===== src/rtl/mux_scan_pkg.sv =====
// -----------------------------------------------------------------------------
// mux_scan_pkg
// Shared types and default sizing for the mux scan controller.
//   state_t      : scan FSM state encoding (IDLE, SETTLE, CAPTURE)
//   NUM_CH_DEF   : default number of mux channels scanned
//   SEL_W_DEF    : default select width (clog2 of NUM_CH_DEF)
//   DWELL_W_DEF  : default width of the dwell / settle counter
// -----------------------------------------------------------------------------
package mux_scan_pkg;

    typedef enum logic [1:0] {
        IDLE    = 2'b00,
        SETTLE  = 2'b01,
        CAPTURE = 2'b10
    } state_t;

    localparam int NUM_CH_DEF  = 4;
    localparam int SEL_W_DEF   = 2;
    localparam int DWELL_W_DEF = 4;

endpackage : mux_scan_pkg


===== src/rtl/mux_scan_dwell_cnt.sv =====
// -----------------------------------------------------------------------------
// mux_scan_dwell_cnt
// Settle-time counter used by the scan controller. Counts up while enabled and
// flags when the count equals the latched limit.
//   clk    : rising-edge clock
//   rst_n  : asynchronous active-low reset (count -> 0)
//   clear  : synchronous clear, has priority over enable
//   enable : increment the count this cycle
//   limit  : compare value (latched dwell)
//   count  : current count (registered)
//   hit    : count == limit
// -----------------------------------------------------------------------------
module mux_scan_dwell_cnt
    import mux_scan_pkg::*;
#(
    parameter int W = DWELL_W_DEF
) (
    input  logic         clk,
    input  logic         rst_n,
    input  logic         clear,
    input  logic         enable,
    input  logic [W-1:0] limit,
    output logic [W-1:0] count,
    output logic         hit
);

    // Settle counter register; clear wins over enable.
    always_ff @(posedge clk or negedge rst_n) begin
        if (!rst_n) begin
            count <= '0;
        end else if (clear) begin
            count <= '0;
        end else if (enable) begin
            count <= count + W'(1);
        end else begin
            count <= count;
        end
    end

    assign hit = (count == limit);

endmodule : mux_scan_dwell_cnt


===== src/rtl/mux_scan_ctrl.sv =====
// -----------------------------------------------------------------------------
// mux_scan_ctrl
// Sequencer that walks a shared 4:1 bit mux through channels 0..NUM_CH-1,
// waits a programmable settle time on each, captures the mux output bit and
// presents the assembled sample vector with a one-cycle valid pulse.
//
// Optional feature macro: MUX_SCAN_CONT_EN
//   When defined, adds input 'cont'. If cont=1 at the final capture of a scan
//   the controller restarts on channel 0 immediately (continuous framing).
//
// Ports:
//   clk        : rising-edge clock
//   rst_n      : asynchronous active-low reset
//   start      : scan request, only looked at in IDLE
//   dwell      : extra settle cycles per channel, latched when a scan starts
//   mux_out    : output bit of the downstream mux
//   cont       : (MUX_SCAN_CONT_EN only) continue into another frame
//   sel        : registered mux select
//   sample_vec : last completed scan, bit k = channel k
//   valid      : one-cycle pulse when sample_vec updates
//   busy       : high while a scan is in progress
// -----------------------------------------------------------------------------
module mux_scan_ctrl
    import mux_scan_pkg::*;
#(
    parameter int NUM_CH  = NUM_CH_DEF,
    parameter int SEL_W   = SEL_W_DEF,
    parameter int DWELL_W = DWELL_W_DEF
) (
    input  logic               clk,
    input  logic               rst_n,
    input  logic               start,
    input  logic [DWELL_W-1:0] dwell,
    input  logic               mux_out,
`ifdef MUX_SCAN_CONT_EN
    input  logic               cont,
`endif
    output logic [SEL_W-1:0]   sel,
    output logic [NUM_CH-1:0]  sample_vec,
    output logic               valid,
    output logic               busy
);

    localparam logic [SEL_W-1:0] LAST_SEL = SEL_W'(NUM_CH - 1);
    localparam logic [SEL_W-1:0] SEL_ONE  = SEL_W'(1);

    state_t               state_r;
    logic [NUM_CH-1:0]    shadow_r;
    logic [DWELL_W-1:0]   dwell_q_r;

    logic [DWELL_W-1:0]   cnt_s;
    logic                 hit_s;
    logic                 cnt_clear_s;
    logic                 cnt_enable_s;
    logic                 settle_done_s;
    logic                 repeat_s;
    logic [NUM_CH-1:0]    capture_vec_s;

    mux_scan_dwell_cnt #(
        .W (DWELL_W)
    ) u_dwell_cnt (
        .clk    (clk),
        .rst_n  (rst_n),
        .clear  (cnt_clear_s),
        .enable (cnt_enable_s),
        .limit  (dwell_q_r),
        .count  (cnt_s),
        .hit    (hit_s)
    );

    // The counter can never legitimately pass dwell_q; treating an overshoot
    // as "done" keeps a corrupted count from stalling the scan forever.
    assign settle_done_s = hit_s || (cnt_s > dwell_q_r);

`ifdef MUX_SCAN_CONT_EN
    assign repeat_s = cont;
`else
    assign repeat_s = 1'b0;
`endif

    // Counter control: clear on scan start and on every capture, count in SETTLE.
    always_comb begin
        cnt_clear_s  = 1'b0;
        cnt_enable_s = 1'b0;
        case (state_r)
            IDLE: begin
                cnt_clear_s = start;
            end
            SETTLE: begin
                cnt_enable_s = !settle_done_s;
            end
            CAPTURE: begin
                cnt_clear_s = 1'b1;
            end
            default: begin
                cnt_clear_s = 1'b1;
            end
        endcase
    end

    // Shadow vector with the current channel's bit replaced by the live mux bit.
    always_comb begin
        capture_vec_s      = shadow_r;
        capture_vec_s[sel] = mux_out;
    end

    // Scan FSM with registered select, sample vector, valid and busy.
    always_ff @(posedge clk or negedge rst_n) begin
        if (!rst_n) begin
            state_r    <= IDLE;
            sel        <= '0;
            sample_vec <= '0;
            valid      <= 1'b0;
            busy       <= 1'b0;
            shadow_r   <= '0;
            dwell_q_r  <= '0;
        end else begin
            valid <= 1'b0;
            case (state_r)
                IDLE: begin
                    sel <= '0;
                    if (start) begin
                        dwell_q_r <= dwell;
                        shadow_r  <= '0;
                        busy      <= 1'b1;
                        state_r   <= SETTLE;
                    end else begin
                        busy <= 1'b0;
                    end
                end
                SETTLE: begin
                    if (settle_done_s) begin
                        state_r <= CAPTURE;
                    end else begin
                        state_r <= SETTLE;
                    end
                end
                CAPTURE: begin
                    shadow_r <= capture_vec_s;
                    if (sel != LAST_SEL) begin
                        sel     <= sel + SEL_ONE;
                        state_r <= SETTLE;
                    end else begin
                        sample_vec <= capture_vec_s;
                        valid      <= 1'b1;
                        sel        <= '0;
                        if (repeat_s) begin
                            // Next frame starts immediately; busy stays high.
                            shadow_r  <= '0;
                            dwell_q_r <= dwell;
                            state_r   <= SETTLE;
                        end else begin
                            busy    <= 1'b0;
                            state_r <= IDLE;
                        end
                    end
                end
                default: begin
                    state_r  <= IDLE;
                    sel      <= '0;
                    busy     <= 1'b0;
                    shadow_r <= '0;
                end
            endcase
        end
    end

endmodule : mux_scan_ctrl


===== config.mk =====
export PLATFORM = sky130hd
export DESIGN_NAME = mux_scan_ctrl
export DESIGN_NICKNAME = d
export VERILOG_FILES = /design/src/rtl/mux_scan_pkg.sv /design/src/rtl/mux_scan_dwell_cnt.sv /design/src/rtl/mux_scan_ctrl.sv
export SDC_FILE = /design/constraint.sdc
export NUM_CORES = 1
export LEC_CHECK = 0
export ABC_AREA = 1
export CAP_MARGIN = 20
export CELL_PAD_IN_SITES_DETAIL_PLACEMENT = 1
export CELL_PAD_IN_SITES_GLOBAL_PLACEMENT = 2
export CORE_UTILIZATION = 25
export CTS_CLUSTER_SIZE = 14
export DETAILED_ROUTE_END_ITERATION = 8
export PLACE_DENSITY = 0.77
export SLEW_MARGIN = 0
export SYNTH_ARGS = -nofsm -noshare
export SYNTH_HDL_FRONTEND = slang
export SYNTH_SLANG_ARGS = --single-unit
export TNS_END_PERCENT = 5

===== constraint.sdc =====
create_clock -name clk -period 1.2 [get_ports clk]
set_input_delay 0.36 -clock clk [delete_from_list [all_inputs] [get_ports clk]]
set_output_delay 0.36 -clock clk [all_outputs]
set_load 0.01 [all_outputs]

After elaboration in Yosys (flattened, before gate mapping)
Index checks and enable logic that the tools add are counted.

Bits in registers: 22. Input port bits: 8. Output and inout port bits: 8. Logic and storage cells: 50.

$add $sub $neg: 2. $lt $le $gt $ge: 3. Eq/ne operators: 6. Multiplexer cells: 20. Bitwise operators: 2. Reduce and logical (&&, ||, !) cells: 9.

Operator list (number): 4-bit two-way mux (3); 4-bit one-hot mux with 3 select lines (1); 2-bit AND reduction (4); 1-bit two-way mux (7); 2-bit two-way mux (3); 2-bit inequality test (second input constant) (3); 2-bit one-hot mux with 3 select lines (1); 4-bit by 1-bit adder with 4-bit output (second input constant) (1); 4-bit bitwise mux (1); 4-bit == test (1); 4-bit greater-than comparator (1); 2-bit one-hot mux with 2 select lines (1); 2-bit by 3-bit < comparator with 1-bit output (second input constant) (1); 1-bit one-hot mux with 3 select lines (1); 2-bit by 1-bit adder with 2-bit output (second input constant) (1); 1-bit demux with 2-bit select (1); 2-bit by 1-bit == test with 1-bit output (second input constant) (1); 2-bit == test (second input constant) (1); 2-bit by 1-bit greater-or-equal comparator with 1-bit output (second input constant) (1); 2-bit zero test (1); 1-bit inverter (2); 1-bit one-hot mux with 2 select lines (1); 2-bit nonzero test (1); 1-bit logical AND (1); 2 further kinds (2).

Longest topological paths before layout
Gate-level depths: netlist (run 1).

Word-level depth: 6. Depth in mapped cells: 10. Gate-level depth less buffers: 10.

By module
A second synthesis (run 1) with hierarchy kept.

Cells, all modules: 127. Area total of the unflattened synthesis: 1131.1 um^2.

Modules (own cells, without submodules): mux_scan_ctrl (instances 1, cells an instance 96, area an instance 883.3 um^2, sequential area each 425.4 um^2); mux_scan_dwell_cnt (instances 1, cells an instance 31, area an instance 247.7 um^2, sequential area each 100.1 um^2).

Worst setup path before layout (run 1)
OpenSTA, ideal clock, no wires.

Kind: reg2reg. Start point: register u_dwell_cnt.count[3]. End point: register u_dwell_cnt.count[2]. Setup time: 65 ps. Arrival time: 1252 ps. Data required time: 1135 ps. Slack: -117 ps. Cell stages (with the launch flop): 7. Buffers on the path: 0. Clock period less this slack: 1317 ps. Path through: dfrtp_1 ha_1 a21oi_1 nand3_1 nand2_1 nand3_1 nand2_1.

Longest elaborated chain between the ends: 5. Elaborated cells on any way between the ends: 6. Classes of those cells: order compare: 1; eq/ne: 1; mux: 1; reduce/logical: 3.

RTL lines: from (decl) (RTL line mux_scan_dwell_cnt.sv:23) `output logic [W-1:0] count,`; from (signal assigned) (RTL line mux_scan_dwell_cnt.sv:34) `count <= count + W'(1);`; from (signal assigned) (RTL line mux_scan_dwell_cnt.sv:36) `count <= count;`; 4-bit greater-than comparator / 4-bit == test (equally long branches) (RTL line mux_scan_ctrl.sv:73, mux_scan_dwell_cnt.sv:40); 1-bit logical OR (*) (RTL line mux_scan_ctrl.sv:73) `assign settle_done_s = hit_s || (cnt_s > dwell_q_r);`; 1-bit zero test (*) (RTL line mux_scan_ctrl.sv:90) `cnt_enable_s = !settle_done_s;`; 1-bit two-way mux (*) (RTL line mux_scan_ctrl.sv:85) `case (state_r)`; 2-bit nonzero test (no line) (*).

Every way passes the cells marked *; elsewhere a longest branch is shown, timed or not. A chain may end at the register's enable or synchronous reset.

Worst setup path after layout (run 1)
Start point: register u_dwell_cnt.count[2]. End point: register u_dwell_cnt.count[1].

Same word-level chain as after synthesis.

==> reports/qor.csv, run 1 <==
metric;value;unit
power;3689;uW
fmax;736.9;MHz
grt_pass1_vias;1095;
finalCritPeriodShare;1.131;
setup_ws;-0.1571;ns
slew_headroom;0.7920;
track_usage;0.1368;
ys_types;20;
worstMarginPinSlew;0.3120;ns
yosys-top-cells-count;nand2_1, dfrtp_1, inv_1;
cpPeakStageDelay;0.41;ns
synth_compound_area_frac;0.1030;
root_buffer;clkbuf_8;
antenna_cells;0;
avgSynthCellArea;8.559;um2
start_util;0.2595;
antenna_found_initial;0;
stdcell_count;221;
cts_buffers;3;
antenna_left;0;
yosysMostFrequentCell;nand2_1;
dpl.hpwl;2.326;mm
netlist.top_cell.by_area;dfrtp_1;
reg2reg_depth;7;
grt_max_degree;22;
synth_top_family_by_area;simple AND/OR/NAND/NOR gates;
insertion_delay;0.27;ns
setup_viol;6;
hold_violations;0;
final_max_slew_viol_count;0;
synth_top_flop_cell;dfrtp_1;
htree_levels;1;
synthTopCellsByArea;dfrtp_1, nand2_1, ha_1, o21ai_1, inv_1;
finClkSkew;0.007336;ns
p_leak;0.0007629;uW
crit_path_frequent_cell;nand2_1;
pwr_density_cell;2351;mW/mm2
utilization;0.3603;
area_growth;38.87;%
wl_per_cell;13.28;um
fin_crit;1.357;ns
coreArea;0.004354;mm2
ys_seq_area_frac;0.4651;
synthAdderAreaFrac;0.09967;
nets;187;
holdWs;0.4279;ns
fp.dieH;69.23;um
drcViolationCount;0;
grt_overflow;0;
die_area;0.004792;mm2
ir_worst_vdd;0.9875;mV
portBuffers;15;
maxCapViolCount;0;
synthSimpleGateAreaFrac;0.2447;
die_w;69.23;um
rows;24;
rrSetupSlack;-0.16;ns
slowest_stage;dfrtp_1;
grt_pass1_wl;5.133;mm
synth_top_cell_area_share;0.4651;
synthesis.nets;149;
io_pins;16;
drive_gt1_frac;0.3669;
r2r_end;u_dwell_cnt.count[1]$_DFFE_PN0P_;
postSynthCellCount;132;
reg2reg_from;u_dwell_cnt.count[2]$_DFFE_PN0P_;
drtPass1Iterations;2;
cts_tree;done;
rsz0062_at_grt;true;
post-place-cells;216;
clock_sinks;21;
cp_top_family;simple AND/OR/NAND/NOR gates;
cp_cell_sequence;ha_1, nand2_1, clkinv_2, nand2_4, nand4_4, nand3_1, nand2_1;
hold_class;in2async;
synth_xor_area_frac;0.007752;
gp_congestion;0.7468;
required;1.36;ns
endpoint_kind;flop;
crit_type;reg2reg;
startpoint_type;flop;
vias_per_cell;4.534;
syn_area;0.001130;mm2
run_status;finished, violations left;
initialDrtViolationCount;19;
yosys_register_bits;21;
ys.warnings.count;0;
async_flop_share;1.000;
hold_buffers;0;
violations;negative setup slack;
synth.area.mux_share;0;
cp_max_fo;5;
wirelength;2.934;mm
tns;-0.7554;ns
clk_path_buf_depth;2;
synth_edf_count;0;
crit_buf_inv;1;
clkTransAtPathRegs;0.09;ns
cp_data_arrival_time;1.52;ns
via_count;1002;
## what timing repair did
action                                  4_1_cts  5_1_grt
pin swaps                                     1        6
cloned                                        0        0
gates resized for setup                      40       11
buffers inserted                              0        1
endpoints found under the setup margin       22       22
hold endpoints to repair                      0        0
## kinds of logic (layout without fill, tap and decap cells)
kind of cell    after synthesis  in the layout
compound gates               22             22
xor+xnor                      1              1
simple gates                 55             55
flops                        21             21
fa+ha+maj                     9              9
buf+inv                      24             61
## power breakdown
part,leakage [uW],switching (uW),internal [uW]
Clock,0.0000255,267,233
Combinational,0.000481,1190,888
Sequential,0.000257,174,934
## metal layers
metal | GRT usage | part of all wire | routed length [um] | vias to the layer above
li1 | - | - | - | 493
met1 | 0.1401 | 0.38 | 1109 | 485
met2 | 0.2621 | 0.57 | 1670 | 17
met3 | 0.03779 | 0.035 | 104 | 7
met4 | 0.04762 | 0.016 | 48 | 0
met5 | 0 | 0 | 0 | -
## layout by cell type (no fill, tap or decap), types with 5 or more instances in the layout
cell type / instances
buf_2: 8
buf_4: 16
clkdlybuf4s50_1: 7
dfrtp_1: 21
ha_1: 5
inv_1: 12
inv_2: 9
nand2_1: 34
nand3_1: 5
o21ai_1: 14
## registers in the layout (all words and copies together), names as in the netlist
| name | count |
|---|---|
| dwell_q_r | 4 |
| sample_vec | 4 |
| u_dwell_cnt.count | 4 |
| shadow_r | 3 |
| sel | 2 |
| state_r | 2 |
| busy | 1 |
| valid | 1 |
## worst max-delay path by stage
stage,start,endpoint,slack (ns),cells past startpoint
floorplan,u_dwell_cnt.count[2]$_DFFE_PN0P_,u_dwell_cnt.count[2]$_DFFE_PN0P_,-0.06,7
global placement,start,u_dwell_cnt.count[2]$_DFFE_PN0P_,-0.30,6
detailed placement,start,u_dwell_cnt.count[2]$_DFFE_PN0P_,-0.39,6
CTS,dwell_q_r[0]$_DFFE_PN0P_,u_dwell_cnt.count[0]$_DFFE_PN0P_,-0.16,8
global route,u_dwell_cnt.count[1]$_DFFE_PN0P_,u_dwell_cnt.count[0]$_DFFE_PN0P_,-0.23,8
finish,u_dwell_cnt.count[2]$_DFFE_PN0P_,u_dwell_cnt.count[1]$_DFFE_PN0P_,-0.16,7
## through the flow
stage / instance area (um2) / setup slack (ns)
after floorplan: 1162 / -0.06465
after global placement: 1518 / -0.2988
after detailed placement: 1518 / -0.3877
after CTS: 1536 / -0.1621
after global routing: 1569 / -0.2310
final: 1569 / -0.1571
## layout make-up
type                            count  area, um2
Fill cell                         522       2785
Multi-Input combinational cell     87      576.8
Sequential cell                    21      525.5
Timing Repair Buffer               33      261.5
Inverter                           24      93.84
Tap cell                           52      65.06
Clock buffer                        3      41.29
Clock inverter                      1      5.005
Power figures use the tool's default switching activity.
==> run 2: changes to the inputs <==
Settings changed: ABC_AREA 1 to unset, PLACE_DENSITY 0.77 to 0.73.
==> reports/qor.csv, run 2 <==
metric;value;unit;change
p_leak;0.0006898;uW;was 0.0007629 uW
async_flop_share;1.000;;unchanged
antenna_found_initial;0;;unchanged
synth_top_flop_cell;dfrtp_1;;unchanged
startpoint_type;flop;;unchanged
grt_pass1_vias;897;;was 1095
die_w;66.65;um;was 69.23 um
final_max_slew_viol_count;0;;unchanged
setup_viol;9;;was 6
antenna_cells;0;;unchanged
post-place-cells;178;;was 216
dpl.hpwl;1.729;mm;was 2.326 mm
antenna_left;0;;unchanged
pwr-share-seq;0.348;;was 0.301
initialDrtViolationCount;21;;was 19
clock_sinks;21;;unchanged
p_sw_frac;0.3527;;was 0.4429
portBuffers;15;;unchanged
cpPeakStageDelay;0.40;ns;was 0.41 ns
required;1.34;ns;was 1.36 ns
drtPass1Iterations;4;;was 2
yosys_register_bits;21;;unchanged
clkTransAtPathRegs;0.08;ns;was 0.09 ns
grt_overflow;0;;unchanged
synth_edf_count;0;;unchanged
root_buffer;clkbuf_8;;unchanged
hold_class;in2async;;unchanged
synthesis.nets;113;;was 149
hold_violations;0;;unchanged
final_common_cell;dfrtp_1;;was nand2_1
grt_max_degree;22;;unchanged
yosysMostFrequentCell;dfrtp_1;;was nand2_1
ys_types;29;;was 20
rsz0062_at_grt;true;;unchanged
nets;151;;was 187
ys.warnings.count;0;;unchanged
gp_congestion;0.7588;;was 0.7468
reg_top3;dwell_q_r (4), sample_vec (4), u_dwell_cnt.count (4);;unchanged
htree_levels;1;;unchanged
p_sw;1062;uW;was 1634 uW
synthAdderAreaFrac;0.1078;;was 0.09967
finClkSkew;0.003447;ns;was 0.007336 ns
start_util;0.2612;;was 0.2595
avgSynthCellArea;10.88;um2;was 8.559 um2
synth_compound_area_frac;0.1210;;was 0.1030
fillers;456;;was 522
syn_area;0.001045;mm2;was 0.001130 mm2
fp.dieH;66.65;um;was 69.23 um
maxCapViolCount;0;;unchanged
slowest_stage;dfrtp_1;;unchanged
internal_power;1949;uW;was 2055 uW
cts_buffers;3;;unchanged
area_growth;38.68;%;was 38.87%
setup_ws;-0.2464;ns;was -0.1571 ns
slew_headroom;0.7937;;was 0.7920
synthSimpleGateAreaFrac;0.1449;;was 0.2447
endpoint_kind;flop;;unchanged
cp_data_arrival_time;1.59;ns;was 1.52 ns
wirelength;2.161;mm;was 2.934 mm
clk_path_buf_depth;2;;unchanged
postSynthCellCount;96;;was 132
run_status;finished, violations left;;unchanged
ir_worst_vdd;0.9103;mV;was 0.9875 mV
stdcell_count;183;;was 221
track_usage;0.1185;;was 0.1368
synth_top_cell_area_share;0.5030;;was 0.4651
crit_type;reg2reg;;unchanged
pwr_density_cell;2078;mW/mm2;was 2351 mW/mm2
drive_gt1_frac;0.3759;;was 0.3669
grt_pass1_wl;3.795;mm;was 5.133 mm
clockPowerShare;0.154;;was 0.135
io_pins;16;;unchanged
synthTopCellsByArea;dfrtp_1, ha_1, mux2i_1, o21ai_0, nand2_1;;was dfrtp_1, nand2_1, ha_1, o21ai_1, inv_1
cp_max_fo;6;;was 5
vias_per_cell;4.421;;was 4.534
die_area;0.004442;mm2;was 0.004792 mm2
cts_tree;done;;unchanged
pre_cts_ws;-0.3647;ns;was -0.3877 ns
synth.area.mux_share;0.08024;;was 0
yosys-top-cells-count;dfrtp_1, nand2_1, o21ai_0;;was nand2_1, dfrtp_1, inv_1
cp_cell_sequence;ha_1, o211ai_1, o21ai_2, a21oi_1, o22ai_1;;was ha_1, nand2_1, clkinv_2, nand2_4, nand4_4, nand3_1, nand2_1
worstMarginPinSlew;0.3071;ns;was 0.3120 ns
ys_seq_area_frac;0.5030;;was 0.4651
hold_buffers;0;;unchanged
insertion_delay;0.26;ns;was 0.27 ns
netlist.top_cell.by_area;dfrtp_1;;unchanged
rows;23;;was 24
layout_common_cells;dfrtp_1, buf_4, nand2_1;;was nand2_1, dfrtp_1, buf_4
violations;negative setup slack;;unchanged
synth_xor_area_frac;0;;was 0.007752
fin_crit;1.446;ns;was 1.357 ns
fmax;691.4;MHz;was 736.9 MHz
wl_per_cell;11.81;um;was 13.28 um
drcViolationCount;0;;unchanged
comb_power_share;0.499;;was 0.564
via_count;809;;was 1002
coreArea;0.004000;mm2;was 0.004354 mm2
finalCritPeriodShare;1.205;;was 1.131
synth_top_family_by_area;simple AND/OR/NAND/NOR gates;;unchanged
## run 2: per-layer routing
layer	global-route usage	vias to the layer above	wire length [um]
li1	-	400	-
met1	0.1186	389	918
met2	0.2235	16	1094
met3	0.03596	4	114
met4	0.04787	0	34
met5	0	-	0
## run 2: final timing paths
| check | startpoint | endpoint | slack [ns] | cells after the start |
|---|---|---|---|---|
| setup / recovery | u_dwell_cnt.count[1]$_DFFE_PN0P_ | u_dwell_cnt.count[1]$_DFFE_PN0P_ | -0.25 | 5 |
| hold / removal | rst_n | valid$_DFF_PN0_ | 0.44 | 2 |
| setup reg to reg | u_dwell_cnt.count[1]$_DFFE_PN0P_ | u_dwell_cnt.count[1]$_DFFE_PN0P_ | -0.25 | 5 |
| hold reg to reg | sample_vec[2]$_DFFE_PN0P_ | sample_vec[2]$_DFFE_PN0P_ | 0.50 | 2 |
| max in group asynchronous | rst_n | state_r[0]$_DFFE_PN0N_ | 0.60 | 2 |
| min in group clk | sample_vec[2]$_DFFE_PN0P_ | sample_vec[2]$_DFFE_PN0P_ | 0.50 | 2 |
## run 2: area by class of cell
cell class                 count  area (um2)  share of cell area
inverter                       9       36.28             0.02504
tap                           50       62.56             0.04318
clock buffer                   3       41.29             0.02850
sequential                    21       526.8              0.3636
timing repair buffer          34       264.0              0.1822
multi-input combinational     65       513.0              0.3541
clock inverter                 1       5.005            0.003454
## run 2: critical path, delay by kind of cell, from the launching register on
family	cells	cell delay [ns]
adders and majority gates	1	0.28
DFF	1	0.40
AOI/OAI and AO/OA	4	0.64
## run 2: power by group through the flow
stage	logic (uW)	registers, uW	clock network (uW)
floorplan	808	1080	0
global placement	1410	1060	0
detailed placement	1460	1070	0
CTS	1480	1050	496
global route	1680	1070	521
finish	1500	1050	463
## run 2: cell families after synthesis
group / after synthesis
AND/OR/NAND/NOR: 27
AO/OA/AOI/OAI: 21
flip-flops: 21
buffers and inverters: 10
adder cells (fa/ha/maj): 9
multiplexers: 8
## run 2: repair_timing
action | in CTS | in global routing
buffers inserted | 1 | 0
setup endpoints to repair | 22 | 18
pin swaps | 2 | 2
hold endpoints to repair | 0 | 0
resized for setup | 36 | 9
## run 2: metrics by stage
| stage | area [um2] | TNS (ns) | utilization | hold WS, ns | total power [uW] |
|---|---|---|---|---|---|
| after floorplan | 1062 | -0.7596 | - | 0.06441 | 1884 |
| after global placement | 1411 | -3.704 | 0.3528 | 0.4617 | 2463 |
| after detailed placement | 1411 | -4.433 | 0.3528 | 0.4808 | 2526 |
| after CTS | 1431 | -2.043 | 0.3578 | 0.4445 | 3023 |
| after global routing | 1449 | -2.660 | 0.3622 | 0.4441 | 3279 |
| final | 1449 | -1.559 | 0.3622 | 0.4423 | 3011 |
